<file path="src/rtl/cache_access_ctrl_if.sv">
// Request, lookup, refill and response signals shared by the cache access
// controller (slave side) and its requesters, cache array and memory (master side).
interface cache_access_ctrl_if #(
    parameter int ADDR_W = 24,
    parameter int WAYS   = 4,
    parameter int CNT_W  = 32
);
    localparam int WAY_W = (WAYS > 1) ? $clog2(WAYS) : 1;

    logic [1:0]        req_valid;
    logic [1:0]        req_ready;
    logic [ADDR_W-1:0] req_addr0;
    logic [ADDR_W-1:0] req_addr1;
    logic              req_write0;
    logic              req_write1;

    logic              lk_valid;
    logic [ADDR_W-1:0] lk_addr;
    logic              lk_write;
    logic              lk_done;
    logic              lk_hit;
    logic [WAY_W-1:0]  lk_way;

    logic              mem_req_valid;
    logic              mem_req_ready;
    logic [ADDR_W-1:0] mem_req_addr;
    logic              mem_resp_valid;

    logic              fill_en;
    logic [WAY_W-1:0]  fill_way;

    logic [1:0]        resp_valid;
    logic              resp_hit;
    logic [CNT_W-1:0]  hit_count;
    logic [CNT_W-1:0]  miss_count;

    modport slave (
        input  req_valid, req_addr0, req_addr1, req_write0, req_write1,
               lk_done, lk_hit, lk_way, mem_req_ready, mem_resp_valid,
        output req_ready, lk_valid, lk_addr, lk_write, mem_req_valid, mem_req_addr,
               fill_en, fill_way, resp_valid, resp_hit, hit_count, miss_count
    );

    modport master (
        output req_valid, req_addr0, req_addr1, req_write0, req_write1,
               lk_done, lk_hit, lk_way, mem_req_ready, mem_resp_valid,
        input  req_ready, lk_valid, lk_addr, lk_write, mem_req_valid, mem_req_addr,
               fill_en, fill_way, resp_valid, resp_hit, hit_count, miss_count
    );
endinterface

</file>
<file path="src/rtl/cache_access_ctrl.sv">
// Round-robin two-port front-end for the LRU cache: one lookup per request,
// block refill on a miss, one response per request, saturating hit/miss counters.
module cache_access_ctrl #(
    parameter int ADDR_W      = 24,
    parameter int OFFSET_BITS = 3,
    parameter int WAYS        = 4,
    parameter int CNT_W       = 32
) (
    input  logic              clk,
    input  logic              rst_n,
    cache_access_ctrl_if.slave bus
);
    localparam int WAY_W = (WAYS > 1) ? $clog2(WAYS) : 1;

    typedef enum logic [2:0] {
        IDLE,
        LOOKUP,
        REFILL_REQ,
        REFILL_WAIT,
        FILL,
        RESP
    } state_t;

    state_t            state;
    logic              rr_ptr;
    logic              owner;
    logic              grant;
    logic              accept;
    logic [1:0]        ready;
    logic [ADDR_W-1:0] addr_q;
    logic              write_q;
    logic [WAY_W-1:0]  victim;
    logic              lk_valid_q;
    logic              mem_req_valid_q;
    logic              fill_en_q;
    logic [1:0]        resp_valid_q;
    logic              resp_hit_q;
    logic [CNT_W-1:0]  hit_q;
    logic [CNT_W-1:0]  miss_q;

    function automatic logic [CNT_W-1:0] sat_inc(input logic [CNT_W-1:0] v);
        return (&v) ? v : v + CNT_W'(1);
    endfunction

    // NOTE: every signal written in always_comb gets a default first, so no latch is inferred.
    always_comb begin
        grant = (bus.req_valid == 2'b11) ? rr_ptr : bus.req_valid[1];
        ready = 2'b00;
        if (rst_n && (state == IDLE) && (bus.req_valid != 2'b00)) begin
            ready[grant] = 1'b1;
        end
    end

    assign accept = |(ready & bus.req_valid);

    // NOTE: all state and registered outputs use non-blocking assignments so each flop sees pre-edge values.
    always_ff @(posedge clk or negedge rst_n) begin
        if (!rst_n) begin
            state           <= IDLE;
            rr_ptr          <= 1'b0;
            owner           <= 1'b0;
            addr_q          <= '0;
            write_q         <= 1'b0;
            victim          <= '0;
            lk_valid_q      <= 1'b0;
            mem_req_valid_q <= 1'b0;
            fill_en_q       <= 1'b0;
            resp_valid_q    <= 2'b00;
            resp_hit_q      <= 1'b0;
            hit_q           <= '0;
            miss_q          <= '0;
        end else begin
            unique case (state)
                IDLE: begin
                    if (accept) begin
                        addr_q     <= grant ? bus.req_addr1 : bus.req_addr0;
                        write_q    <= grant ? bus.req_write1 : bus.req_write0;
                        owner      <= grant;
                        rr_ptr     <= ~grant;
                        lk_valid_q <= 1'b1;
                        state      <= LOOKUP;
                    end
                end
                LOOKUP: begin
                    if (bus.lk_done) begin
                        lk_valid_q <= 1'b0;
                        if (bus.lk_hit) begin
                            hit_q        <= sat_inc(hit_q);
                            resp_valid_q <= owner ? 2'b10 : 2'b01;
                            resp_hit_q   <= 1'b1;
                            state        <= RESP;
                        end else begin
                            // Write misses allocate too: same refill path as reads.
                            miss_q          <= sat_inc(miss_q);
                            victim          <= bus.lk_way;
                            mem_req_valid_q <= 1'b1;
                            state           <= REFILL_REQ;
                        end
                    end
                end
                REFILL_REQ: begin
                    if (bus.mem_req_ready) begin
                        mem_req_valid_q <= 1'b0;
                        state           <= REFILL_WAIT;
                    end
                end
                REFILL_WAIT: begin
                    if (bus.mem_resp_valid) begin
                        fill_en_q <= 1'b1;
                        state     <= FILL;
                    end
                end
                FILL: begin
                    fill_en_q    <= 1'b0;
                    resp_valid_q <= owner ? 2'b10 : 2'b01;
                    resp_hit_q   <= 1'b0;
                    state        <= RESP;
                end
                RESP: begin
                    resp_valid_q <= 2'b00;
                    resp_hit_q   <= 1'b0;
                    state        <= IDLE;
                end
                default: state <= IDLE;
            endcase
        end
    end

    assign bus.req_ready     = ready;
    assign bus.lk_valid      = lk_valid_q;
    assign bus.lk_addr       = addr_q;
    assign bus.lk_write      = write_q;
    assign bus.mem_req_valid = mem_req_valid_q;
    assign bus.mem_req_addr  = {addr_q[ADDR_W-1:OFFSET_BITS], {OFFSET_BITS{1'b0}}};
    assign bus.fill_en       = fill_en_q;
    assign bus.fill_way      = victim;
    assign bus.resp_valid    = resp_valid_q;
    assign bus.resp_hit      = resp_hit_q;
    assign bus.hit_count     = hit_q;
    assign bus.miss_count    = miss_q;
endmodule

</file>
<file path="src/flat_wrapper.sv">
// flat-port wrapper written by rule: the top's interface ports become plain ports
module cache_access_ctrl_flat 
#(
    parameter int ADDR_W      = 24,
    parameter int OFFSET_BITS = 3,
    parameter int WAYS        = 4,
    parameter int CNT_W       = 32
)
  (clk, rst_n, bus_req_valid, bus_req_addr0, bus_req_addr1, bus_req_write0, bus_req_write1, bus_lk_done, bus_lk_hit, bus_lk_way, bus_mem_req_ready, bus_mem_resp_valid, bus_req_ready, bus_lk_valid, bus_lk_addr, bus_lk_write, bus_mem_req_valid, bus_mem_req_addr, bus_fill_en, bus_fill_way, bus_resp_valid, bus_resp_hit, bus_hit_count, bus_miss_count);
  cache_access_ctrl_if #(.ADDR_W(ADDR_W), .WAYS(WAYS), .CNT_W(CNT_W)) bus_i ();
  input  logic clk;
  input  logic rst_n;
  input wire logic [$bits(bus_i.req_valid)-1:0] bus_req_valid;
  input wire logic [$bits(bus_i.req_addr0)-1:0] bus_req_addr0;
  input wire logic [$bits(bus_i.req_addr1)-1:0] bus_req_addr1;
  input wire logic [$bits(bus_i.req_write0)-1:0] bus_req_write0;
  input wire logic [$bits(bus_i.req_write1)-1:0] bus_req_write1;
  input wire logic [$bits(bus_i.lk_done)-1:0] bus_lk_done;
  input wire logic [$bits(bus_i.lk_hit)-1:0] bus_lk_hit;
  input wire logic [$bits(bus_i.lk_way)-1:0] bus_lk_way;
  input wire logic [$bits(bus_i.mem_req_ready)-1:0] bus_mem_req_ready;
  input wire logic [$bits(bus_i.mem_resp_valid)-1:0] bus_mem_resp_valid;
  output wire logic [$bits(bus_i.req_ready)-1:0] bus_req_ready;
  output wire logic [$bits(bus_i.lk_valid)-1:0] bus_lk_valid;
  output wire logic [$bits(bus_i.lk_addr)-1:0] bus_lk_addr;
  output wire logic [$bits(bus_i.lk_write)-1:0] bus_lk_write;
  output wire logic [$bits(bus_i.mem_req_valid)-1:0] bus_mem_req_valid;
  output wire logic [$bits(bus_i.mem_req_addr)-1:0] bus_mem_req_addr;
  output wire logic [$bits(bus_i.fill_en)-1:0] bus_fill_en;
  output wire logic [$bits(bus_i.fill_way)-1:0] bus_fill_way;
  output wire logic [$bits(bus_i.resp_valid)-1:0] bus_resp_valid;
  output wire logic [$bits(bus_i.resp_hit)-1:0] bus_resp_hit;
  output wire logic [$bits(bus_i.hit_count)-1:0] bus_hit_count;
  output wire logic [$bits(bus_i.miss_count)-1:0] bus_miss_count;
  assign bus_i.req_valid = bus_req_valid;
  assign bus_i.req_addr0 = bus_req_addr0;
  assign bus_i.req_addr1 = bus_req_addr1;
  assign bus_i.req_write0 = bus_req_write0;
  assign bus_i.req_write1 = bus_req_write1;
  assign bus_i.lk_done = bus_lk_done;
  assign bus_i.lk_hit = bus_lk_hit;
  assign bus_i.lk_way = bus_lk_way;
  assign bus_i.mem_req_ready = bus_mem_req_ready;
  assign bus_i.mem_resp_valid = bus_mem_resp_valid;
  assign bus_req_ready = bus_i.req_ready;
  assign bus_lk_valid = bus_i.lk_valid;
  assign bus_lk_addr = bus_i.lk_addr;
  assign bus_lk_write = bus_i.lk_write;
  assign bus_mem_req_valid = bus_i.mem_req_valid;
  assign bus_mem_req_addr = bus_i.mem_req_addr;
  assign bus_fill_en = bus_i.fill_en;
  assign bus_fill_way = bus_i.fill_way;
  assign bus_resp_valid = bus_i.resp_valid;
  assign bus_resp_hit = bus_i.resp_hit;
  assign bus_hit_count = bus_i.hit_count;
  assign bus_miss_count = bus_i.miss_count;
  cache_access_ctrl #(.ADDR_W(ADDR_W), .OFFSET_BITS(OFFSET_BITS), .WAYS(WAYS), .CNT_W(CNT_W)) u_core (.clk(clk), .rst_n(rst_n), .bus(bus_i));
endmodule
</file>
<file path="config.mk">
export PLATFORM = sky130hd
export DESIGN_NAME = cache_access_ctrl_flat
export DESIGN_NICKNAME = d
export VERILOG_FILES = /design/src/rtl/cache_access_ctrl_if.sv /design/src/rtl/cache_access_ctrl.sv /design/src/flat_wrapper.sv
export SDC_FILE = /design/constraint.sdc
export NUM_CORES = 1
export LEC_CHECK = 0
export BUFFER_PORTS_ARGS = -buffer_cell sky130_fd_sc_hd__buf_2
export CAP_MARGIN = 20
export CORE_UTILIZATION = 50
export DETAILED_ROUTE_END_ITERATION = 6
export GPL_ROUTABILITY_DRIVEN = 0
export PLACE_DENSITY = 0.8
export SETUP_SLACK_MARGIN = 0.1
export SYNTH_ARGS = -nofsm -noshare
export SYNTH_HDL_FRONTEND = slang
export SYNTH_SLANG_ARGS = --single-unit
</file>
<file path="constraint.sdc">
create_clock -name clk -period 2.7 [get_ports clk]
set_input_delay 0.135 -clock clk [delete_from_list [all_inputs] [get_ports clk]]
set_output_delay 0.135 -clock clk [all_outputs]
set_load 0.02 [all_outputs]
</file>
======== After elaboration in Yosys (flattened, before gate mapping) ========
Cells that the tools add are included.
Widths: inputs -> output; s select.
storage, ports and cells
  register bits ........................... 102
  input bits .............................. 60
  output and inout bits ................... 123
  logic and storage cells ................. 86
operators by class
  add/subtract/negate cells ............... 2
  $lt $le $gt $ge ......................... 2
  equality and inequality tests ........... 12
  mux-type cells .......................... 28
  bitwise gates (word level) .............. 5
  reductions and logical operators ........ 24
operators with widths
  cell                   number
  $add 32x1->32 const B  2
  $reduce_and 32->1      2
  $mux 24                1
  $reduce_and 4->1       4
  $mux 3                 5
  $pmux 3 s5             1
  $reduce_and 3->1       4
  $mux 1                 11
  $ne 2x2->1 const B     5
  $reduce_bool 2->1      5
  $mux 2                 4
  $pmux 1 s2             4
  $eq 3x2->1 const B     2
  $eq 3x3->1 const B     2
  $pmux 2 s3             1
  $not 1->1              4
  $reduce_and 2->1       2
  $reduce_or 2->1        2
  $eq 3x1->1 const B     1
  $logic_and 1x1->1      3
  $logic_not 3->1        1
  $reduce_bool 3->1      1
  $and 2x2->2            1
  $eq 2x2->1 const B     1
  other kinds (4)        4

======== Longest topological paths before layout ========
Gate-level depths: netlist (run 1).
  depth after elaboration ................. 11
  mapped depth ............................ 7
  gate-level depth less buffers ........... 6

======== Worst setup path before layout (run 1) ========
No wires, ideal clock.
  path kind ............................... register -> register
  start ................................... reg u_core.miss_q[24] (netlist: u_core.bus.miss_count[24])
  end ..................................... reg u_core.miss_q[1] (netlist: u_core.bus.miss_count[1])
  library setup time ...................... 128 ps
  arrival ................................. 1958 ps
  data required time ...................... 2572 ps
  path slack .............................. 614 ps
  cell stages (with the launch flop) ...... 6
  path buffers ............................ 0
  clock period less this slack ............ 2086 ps
  cells stage by stage .................... dfrtp_1 -> nand4_1 -> nor4_1 -> nand4_2 -> nand2_2 -> mux2_1
on the way
  cells in the longest elaborated chain, start to end .. 3
RTL lines
  item                        line                     text
  start: declaration          cache_access_ctrl.sv:39  logic [CNT_W-1:0] miss_q;
  start signal: assignment    cache_access_ctrl.sv:94  miss_q <= sat_inc(miss_q);
  $reduce_and 32->1           cache_access_ctrl.sv:42  return (&v) ? v : v + CNT_W'(1);
  $not 1->1 (no line)         --
  $reduce_and 4->1 (no line)  --
Every way passes these cells.
A chain may end at the register's enable or synchronous reset.

======== Worst setup path in the final report (run 1) ========
  start ................................... in rst_n
  end ..................................... out bus_req_ready[1]
on the way
  cells in the longest elaborated chain, start to end .. 3
RTL lines
  item                            line                     text
  start: declaration              flat_wrapper.sv:12       input logic rst_n;
  $logic_and 1x1->1 (2 in a row)  cache_access_ctrl.sv:49  if (rst_n && (state == IDLE) && (bus.req_valid != 2'b00)) begin
  $mux 2                          cache_access_ctrl.sv:49
  end: declaration                flat_wrapper.sv:23       output wire logic [$bits(bus_i.req_ready)-1:0] bus_req_ready;
Every way passes these cells.

==> impl_metrics.tcl, run 1 <==
set metrics [dict create \
    num_antenna_cells 0 \
    place_hpwl_microns 8940 \
    grt.overflow.total 0 \
    numCtsBuffers 9 \
    fmaxAchievable_ghz 0.435 \
    grt_max_degree 76 \
    p_comb_frac 0.396 \
    slowest_delay_ns 0.53 \
    fp-row-count 36 \
    first_pass_iters 4 \
    synth_top_area_frac 0.491 \
    route.detailed.drc 0 \
    worstHoldStart "bus_lk_way[0]" \
    clock-sinks 102 \
    cts_tree "built" \
    drt-total-wl_microns 12100 \
    layout_common_cells "buf_2, dfrtp_1, nor2_1, a21oi_1, nand2_1" \
    swShare 0.410 \
    antenna_found_initial 0 \
    nets 734 \
    tightest_slew_ns 0.939 \
    synth-seq-area-share 0.491 \
    setup_viol 0 \
    max_slew_margin 0.374 \
    synthesis.area_sq_um 5200 \
    ys_types 54 \
    io_pins 183 \
    ys_ff_latch 102 \
    clk_pin_slew_ns 0.09 \
    p_seq_frac 0.418 \
    rsz0062_at_grt "false" \
    powerDensity_nw_per_um2 816 \
    async_flop_share 1.00 \
    die_h_microns 104 \
    grt_pass1_wl_microns 20000 \
    syn_inst 510 \
    internal_power_mw 3.04 \
    vdd_drop_max_mv 0.544 \
    critPathKind "primary input to output pin" \
    wire_per_inst_microns 15.0 \
    grt_pass1_vias 4241 \
    holdPathStages 2 \
    slew_violations 0 \
    max_cap_violations 0 \
    initial_core_util 0.525 \
    grt_use_total 0.227 \
    dp_slack_ns 0.467 \
    via_per_inst 5.34 \
    fin_crit_sh 0.851 \
    finalSetupTns_ns 0 \
    vias 4326 \
    yosys.area.top_type "dfrtp_1" \
    cp-start-kind "primary input" \
    layout_commonest_cell "buf_2" \
    synth_edf_count 0 \
    end_kind "output pin" \
    insertion_delay_ns 0.36 \
    ys_warn_count 0 \
    hold_path.class "primary input to flop" \
    coreArea_sq_um 9910 \
    period_needed_ns 2.30 \
    yosys-top-cells-area "dfrtp_1, mux2i_1, xnor2_1" \
    syn_area_per_cell_sq_um 10.2 \
    drt-initial-drc-count 160 \
    cp_max_fo 29 \
    reg2reg_from "u_core.bus.miss_count[11]$_DFFE_PN0P_" \
    crit_arrival_ns 2.16 \
    cts-root-buf "clkbuf_8" \
    fin_ws_ns 0.403 \
    drive_above_1_share 0.334 \
    cp_cell_sequence "dlygate4sd3_1 -> buf_4 -> o211ai_1 -> or3_1 -> nor2_1 -> buf_2" \
    crit_required_ns 2.57 \
    area_delta_synth_final_pct 21.5 \
    reg2reg_depth 5 \
    ys.flop_type "dfrtp_1" \
    slowest_stage "dlygate4sd3_1" \
    dieWidth_microns 104 \
    hold_viol_final 0 \
    leakage_nw 3.17 \
    p_sw_mw 2.11 \
    htreeDepth 3 \
    clk_path_buf_depth 2 \
    ant_nets 0 \
    cp-startpoint "rst_n" \
    numPortBuffers 179 \
    dieArea_sq_um 10800 \
    clock_skew_ns 0.0115 \
    status "finished clean" \
    clock_power_share 0.185 \
]
[synth_stat cells, drive strengths merged (2+ instances only)]
cell type	number
or2	4
and2	2
nand3b	3
nand4	23
a31oi	2
ha	2
and3	4
or3	2
nand4bb	2
buf	30
clkbuf	10
nor2	66
mux2	4
mux2i	28
nor3	14
a21o	2
o221ai	2
xor2	25
nand3	27
nor4	7
xnor2	31
a2111oi	3
nor2b	2
o21ai	6
a22oi	2
nand2	36
dfrtp	102
nand2b	4
a21oi	37
a211oi	3
and4	6
inv	10
[stage by stage]
stage               utilization  power (mW)  hold slack [ns]  instances  area (sq um)
CTS                       0.638        5.20          0.00548        810          6320
floorplan                     -        3.67           -0.161        512          5210
detailed placement        0.617        4.24           0.0749        793          6120
global route              0.638        5.46           0.0141        810          6320
finish                    0.638        5.16           0.0232        810          6320
global placement          0.617        4.16           0.0720        793          6120
[repair_timing]
| item | 4_1_cts | 5_1_grt |
|---|---|---|
| gates resized for setup | 0 | 0 |
| hold buffers | 1 | 0 |
| buffers inserted | 0 | 0 |
| hold endpoints to repair | 27 | 0 |
[metal layers]
metal	GRT usage	wire length, microns
met1	0.287	5220
met2	0.397	6170
met3	0.0451	627
met4	0.0592	102
met5	0	0
[flip-flops by register name, indices dropped and copies added, names as in the netlist]
signal	count
u_core.bus.fill_en	1
u_core.bus.fill_way	2
u_core.bus.hit_count	32
u_core.bus.lk_addr	24
u_core.bus.lk_valid	1
u_core.bus.lk_write	1
u_core.bus.mem_req_valid	1
u_core.bus.miss_count	32
u_core.bus.resp_hit	1
u_core.bus.resp_valid	2
u_core.owner	1
u_core.rr_ptr	1
u_core.state	3
[critical path, delay by kind of cell]
kind | cells | cell delay [ns]
AOI/OAI and AO/OA | 1 | 0.29
and+or+nand+nor | 2 | 0.64
buffers and inverters | 3 | 1.09
[power by group through the flow]
stage | Combinational [mW] | Sequential, mW | Clock, mW
3_3_place_gp | 2.01 | 2.15 | 0
3_5_place_dp | 2.06 | 2.17 | 0
6_report | 2.04 | 2.16 | 0.956
4_1_cts | 2.06 | 2.16 | 0.983
5_1_grt | 2.22 | 2.21 | 1.04
2_1_floorplan | 1.17 | 2.50 | 0
[kinds of logic after synthesis]
kind of cell / count (synthesis) / synth area share
AOI/OAI and AO/OA: 61 / 0.0782
xor gates and xnor gates: 56 / 0.0943
adders and majority gates: 2 / 0.00481
buffers and inverters: 50 / 0.0560
DFF: 102 / 0.491
muxes: 32 / 0.0625
other: 1 / 0.000721
and+or+nand+nor: 206 / 0.213
[area by class of cell]
| class | instances | area, sq um |
|---|---|---|
| fill | 824 | 3590 |
| sequential | 102 | 2550 |
| multi-input combinational | 360 | 2380 |
| timing repair buffer | 189 | 988 |
| tap | 133 | 166 |
| clock buffer | 11 | 131 |
| clock inverter | 5 | 60.1 |
| inverter | 10 | 37.5 |
[worst paths after layout]
path	slack, ns	endpoint
min in group asynchronous	0.22	u_core.bus.lk_addr[11]$_DFFE_PN0P_
hold reg to reg	0.50	u_core.bus.miss_count[19]$_DFFE_PN0P_
setup reg to reg	0.45	u_core.bus.miss_count[29]$_DFFE_PN0P_
max in group asynchronous	1.21	u_core.bus.miss_count[9]$_DFFE_PN0P_
hold / removal	0.02	u_core.bus.fill_way[0]$_DFFE_PN0P_
setup / recovery	0.40	bus_req_ready[1]
Power figures use the tool's default switching activity.
==> inputs of run 2 (changes only) <==
==> constraint.sdc (replaced) <==
create_clock -name clk -period 2.7 [get_ports clk]
set_input_delay 0.405 -clock clk [delete_from_list [all_inputs] [get_ports clk]]
set_output_delay 0.405 -clock clk [all_outputs]
set_load 0.02 [all_outputs]
==> impl_metrics.tcl, run 2 (synthesis results as in run 1) <==
set metrics [dict create \
    layout_commonest_cell "buf_2" \
    wl_met1_microns 5210 \
    wire_per_inst_microns 15.6 \
    layout_common_cells "buf_2, dfrtp_1, nor2_1, a21oi_1, nand2_1" \
    nets 734 \
    fp-row-count 36 \
    grt_pass1_vias 4248 \
    wl_met2_microns 6440 \
    slew_violations 0 \
    tightest_slew_ns 0.925 \
    cp_max_fo 17 \
    insertion_delay_ns 0.37 \
    end_kind "output pin" \
    via_per_inst 5.41 \
    place_hpwl_microns 9230 \
    clk_pin_slew_ns 0.10 \
    maxUsedRoutingLayer "met4" \
    instances_no_fill 809 \
    ant_nets 0 \
    grt.overflow.total 0 \
    fmaxAchievable_ghz 0.412 \
    cts-root-buf "clkbuf_8" \
    vias 4376 \
    final-seq-area_sq_um 2550 \
    hold_path.class "primary input to asynchronous set/reset pin" \
    cts_tree "built" \
    met3_length_microns 699 \
    p_total_mw 5.33 \
    vdd_drop_max_mv 0.625 \
    grt_use_total 0.235 \
    numCtsBuffers 9 \
    final_util 0.641 \
    die_h_microns 104 \
    cp-start-kind "flop" \
    area_delta_synth_final_pct 22.1 \
    max_slew_margin 0.384 \
    numPortBuffers 179 \
    critPathTopFamily "simple AND/OR/NAND/NOR gates" \
    fillers 849 \
    powerDensity_nw_per_um2 839 \
    cts_hold_buf 0 \
    dieWidth_microns 104 \
    status "finished clean" \
    hold_viol_final 0 \
    drt-initial-drc-count 166 \
    initial_core_util 0.525 \
    crit_required_ns 2.30 \
    coreArea_sq_um 9910 \
    htreeDepth 3 \
    max_cap_violations 0 \
    rsz0062_at_grt "false" \
    critPathKind "flop to output pin" \
    clock-sinks 102 \
    leakage_nw 3.18 \
    period_needed_ns 2.43 \
    antenna_found_initial 0 \
    crit_arrival_ns 2.02 \
    drt-total-wl_microns 12600 \
    route.detailed.drc 0 \
    drive_above_1_share 0.340 \
    cp_cell_sequence "inv_1 -> o211ai_1 -> or3_1 -> nor2_2 -> buf_2" \
    dieArea_sq_um 10800 \
    hold_ws_ns 0.0511 \
    first_pass_iters 4 \
    clock_skew_ns 0.0114 \
    grt_pass1_wl_microns 20500 \
    num_antenna_cells 0 \
    slowest_stage "dfrtp_2" \
    fin_crit_sh 0.900 \
    multi_input_area_sq_um 2380 \
    slowest_delay_ns 0.52 \
    timing.critical_path.buf_inv 2 \
    clk_path_buf_depth 2 \
    setup_viol 0 \
    io_pins 183 \
    finalSetupTns_ns 0 \
    grt_max_degree 75 \
    place_inst 794 \
    rrSetupSlack_ns 0.41 \
]
-- run 2: area by class of cell --
cell class	instances	share of cell area
Sequential cell	102	0.402
Multi-Input combinational cell	360	0.375
Timing Repair Buffer	189	0.153
Tap cell	133	0.0262
Clock buffer	9	0.0195
Clock inverter	6	0.0175
Inverter	10	0.00591
-- run 2: timing repair --
item / 4_1_cts / 5_1_grt
setup endpoints to repair: 0 / 1
buffers inserted: 0 / 0
hold endpoints to repair: 0 / 0
gates resized for setup: 0 / 2
-- run 2: worst paths after layout --
check | startpoint | end | cells after the start
min in group clk | bus_lk_way[0] | u_core.bus.fill_way[0]$_DFFE_PN0P_ | 2
max in group asynchronous | rst_n | u_core.state[1]$_DFFE_PN0P_ | 3
hold reg to reg | u_core.bus.hit_count[7]$_DFFE_PN0P_ | u_core.bus.hit_count[7]$_DFFE_PN0P_ | 1
hold / removal | rst_n | u_core.bus.lk_addr[11]$_DFFE_PN0P_ | 2
setup reg to reg | u_core.bus.miss_count[11]$_DFFE_PN0P_ | u_core.bus.miss_count[17]$_DFFE_PN0P_ | 5
setup / recovery | u_core.state[1]$_DFFE_PN0P_ | bus_req_ready[1] | 5
-- run 2: per-layer routing --
metal  vias to the layer above  GRT usage
met5                         -          0
met4                         0     0.0949
met3                        21     0.0445
met2                       159      0.410
met1                      2125      0.284
li1                       2071          -
-- run 2: power by group --
group	leakage, nW	switching (mW)	internal, mW
clock	0.115	0.522	0.611
sequential	1.29	0.330	1.86
combinational	1.78	1.27	0.729
-- run 2: stage by stage --
stage / area, sq um / setup slack (ns)
finish: 6350 / 0.270
global route: 6350 / 0.118
CTS: 6350 / 0.167
detailed placement: 6110 / 0.396
global placement: 6110 / 0.517
floorplan: 5210 / 0.614
==> inputs of run 3 (changes only) <==
--- a/config.mk
+++ b/config.mk
@@ -5,12 +5,13 @@
 export SDC_FILE = /design/constraint.sdc
 export NUM_CORES = 1
 export LEC_CHECK = 0
+export ABC_AREA = 1
 export BUFFER_PORTS_ARGS = -buffer_cell sky130_fd_sc_hd__buf_2
 export CAP_MARGIN = 20
-export CORE_UTILIZATION = 50
+export CORE_UTILIZATION = 53
 export DETAILED_ROUTE_END_ITERATION = 6
 export GPL_ROUTABILITY_DRIVEN = 0
-export PLACE_DENSITY = 0.8
+export PLACE_DENSITY = 0.82
 export SETUP_SLACK_MARGIN = 0.1
 export SYNTH_ARGS = -nofsm -noshare
 export SYNTH_HDL_FRONTEND = slang
==> impl_metrics.tcl, run 3 <==
set metrics [dict create \
    num_antenna_cells 0 \
    insertion_delay_ns 0.36 \
    clk_path_buf_depth 2 \
    yosysMostFrequentCell "nand2_1" \
    instances_no_fill 1209 \
    rsz0062_at_grt "false" \
    ys_types 32 \
    max_cap_violations 0 \
    cp-start-kind "flop" \
    swShare 0.404 \
    reg2reg_from "u_core.bus.miss_count[0]$_DFFE_PN0P_" \
    fin_crit_sh 0.804 \
    antenna_found_initial 0 \
    dieArea_sq_um 12200 \
    layout_commonest_cell "nand2_1" \
    synth_edf_count 0 \
    fmaxAchievable_ghz 0.461 \
    yosys-top-cells-area "dfrtp_1, nand2_1, nor2_1" \
    cts_resized 0 \
    cp_max_fo 10 \
    clock_power_share 0.255 \
    drive_above_1_share 0.210 \
    wire_per_inst_microns 13.1 \
    syn_inst 906 \
    internal_power_mw 3.22 \
    wl_met2_microns 7440 \
    final_util 0.643 \
    rrSetupSlack_ns 0.54 \
    area_delta_synth_final_pct 18.1 \
    p_comb_frac 0.354 \
    via_per_inst 5.11 \
    leakage_nw 3.92 \
    nets 1123 \
    r2r-end "u_core.bus.miss_count[21]$_DFFE_PN0P_" \
    initial_core_util 0.545 \
    period_needed_ns 2.17 \
    slowest_delay_ns 0.44 \
    syn_area_per_cell_sq_um 6.87 \
    ant_nets 0 \
    finalSetupTns_ns 0 \
    coreArea_sq_um 11400 \
    io_pins 183 \
    wl_met1_microns 7180 \
    cts_setup_buffers 0 \
    grt_pass1_vias 5309 \
    tightest_slew_ns 0.685 \
    fillers 1069 \
    cts_hold_buf 0 \
    yosys.area.top_type "dfrtp_1" \
    netlist_top_cells_count "nand2_1, nor2_1, dfrtp_1" \
    final-seq-area_sq_um 2550 \
    grt_use_total 0.268 \
    fp-row-count 39 \
    drt-total-wl_microns 15800 \
    synth-seq-area-share 0.410 \
    grt_pass1_wl_microns 25300 \
    slew_violations 0 \
    numPortBuffers 179 \
    clock_skew_ns 0.00982 \
    cts-root-buf "clkbuf_16" \
    ys.flop_type "dfrtp_1" \
    setup_viol 0 \
    p_total_mw 5.41 \
    route.detailed.drc 0 \
    htreeDepth 3 \
    layout_common_cells "nand2_1, buf_2, nor2_1, dfrtp_1, inv_1" \
    reg2reg_depth 10 \
    vdd_drop_max_mv 0.661 \
    powerDensity_nw_per_um2 736 \
    met3_length_microns 877 \
    die_h_microns 110 \
    p_seq_frac 0.392 \
    ys_warn_count 0 \
    first_pass_iters 5 \
    synth_top_area_frac 0.410 \
    dieWidth_microns 110 \
    multi_input_area_sq_um 3200 \
    clock-sinks 102 \
    maxUsedRoutingLayer "met4" \
    numCtsBuffers 9 \
    crit_required_ns 2.30 \
    place_inst 1193 \
    async_flop_share 1.00 \
    place_hpwl_microns 11900 \
    ys_ff_latch 102 \
    vias 6178 \
    slowest_stage "dfrtp_1" \
    critPathKind "flop to output pin" \
    cp_cell_sequence "nor2_1 -> nand2_1 -> nor2_2 -> nand2_1 -> clkinv_1 -> buf_2" \
    cts_tree "built" \
    grt.overflow.total 0 \
    hold_path.class "primary input to asynchronous set/reset pin" \
    synthesis.area_sq_um 6220 \
    end_kind "output pin" \
    critPathMostFrequentCell "nand2_1" \
    drt-initial-drc-count 491 \
    crit_arrival_ns 1.76 \
    hold_viol_final 0 \
    grt_max_degree 57 \
    p_sw_mw 2.18 \
    status "finished clean" \
    max_slew_margin 0.543 \
    clk_pin_slew_ns 0.08 \
]
-- run 3: changes by cell type after synthesis, sizes merged, moves of 8 or more --
cell / delta
a21oi: -34
a22oi: +16
buf: +12
clkbuf: -8
inv: +29
mux2i: -28
nand2: +442
nand3b: +26
nand4: -19
nor2: +50
nor3: -11
xnor2: -19
xor2: -12
-- run 3: layout make-up --
type | instances | share of cell area
repair buffers | 186 | 0.129
flip-flops and latches | 102 | 0.347
inverters | 40 | 0.0208
clock buffers | 9 | 0.0307
clock inverters | 7 | 0.0123
multi-input cells | 722 | 0.435
well taps | 143 | 0.0244
-- run 3: power by group through the flow --
stage	combinational [mW]	clock, mW	sequential (mW)
3_5_place_dp	1.93	0	2.13
3_3_place_gp	1.90	0	2.13
5_1_grt	2.13	1.46	2.16
2_1_floorplan	1.16	0	2.43
6_report	1.91	1.38	2.12
4_1_cts	1.93	1.40	2.11
-- run 3: layer usage --
layer | GRT usage | vias up
met1 | 0.370 | 2849
met4 | 0.0930 | 0
met5 | 0 | -
met2 | 0.428 | 198
li1 | - | 3104
met3 | 0.0423 | 27
-- run 3: worst max-delay path by stage --
stage	start	to	slack, ns
finish	u_core.state[0]$_DFFE_PN0P_	bus_req_ready[0]	0.53
global route	u_core.bus.miss_count[0]$_DFFE_PN0P_	u_core.bus.miss_count[31]$_DFFE_PN0P_	0.34
CTS	u_core.state[0]$_DFFE_PN0P_	bus_req_ready[0]	0.53
detailed placement	u_core.bus.miss_count[0]$_DFFE_PN0P_	u_core.bus.miss_count[21]$_DFFE_PN0P_	0.55
global placement	u_core.bus.miss_count[0]$_DFFE_PN0P_	u_core.bus.miss_count[21]$_DFFE_PN0P_	0.63
floorplan	u_core.bus.hit_count[0]$_DFFE_PN0P_	u_core.bus.hit_count[3]$_DFFE_PN0P_	0.82
-- run 3: per-stage QoR --
| step | hold slack [ns] | instance area (sq um) | worst slack [ns] |
|---|---|---|---|
| global route | 0.240 | 7350 | 0.343 |
| global placement | 0.453 | 7030 | 0.631 |
| floorplan | 0.109 | 6230 | 0.819 |
| finish | 0.207 | 7350 | 0.530 |
| CTS | 0.224 | 7350 | 0.528 |
| detailed placement | 0.458 | 7030 | 0.551 |
-- run 3: critical path, delay by kind of cell, from the launching register on --
| family | cells | cell delay, ns |
|---|---|---|
| buffers and inverters | 2 | 0.39 |
| AND/OR/NAND/NOR | 4 | 0.57 |
| flip-flops | 1 | 0.44 |
-- run 3: kinds of logic (layout without fill, tap and decap cells) --
group / after synthesis / in the layout / share of synthesized area
AOI/OAI and AO/OA: 37 / 37 / 0.0388
xor gates and xnor gates: 25 / 25 / 0.0352
adders and majority gates: 2 / 2 / 0.00402
buffers and inverters: 84 / 242 / 0.0774
DFF: 102 / 102 / 0.410
other: 1 / 3 / 0.000603
and+or+nand+nor: 655 / 655 / 0.434
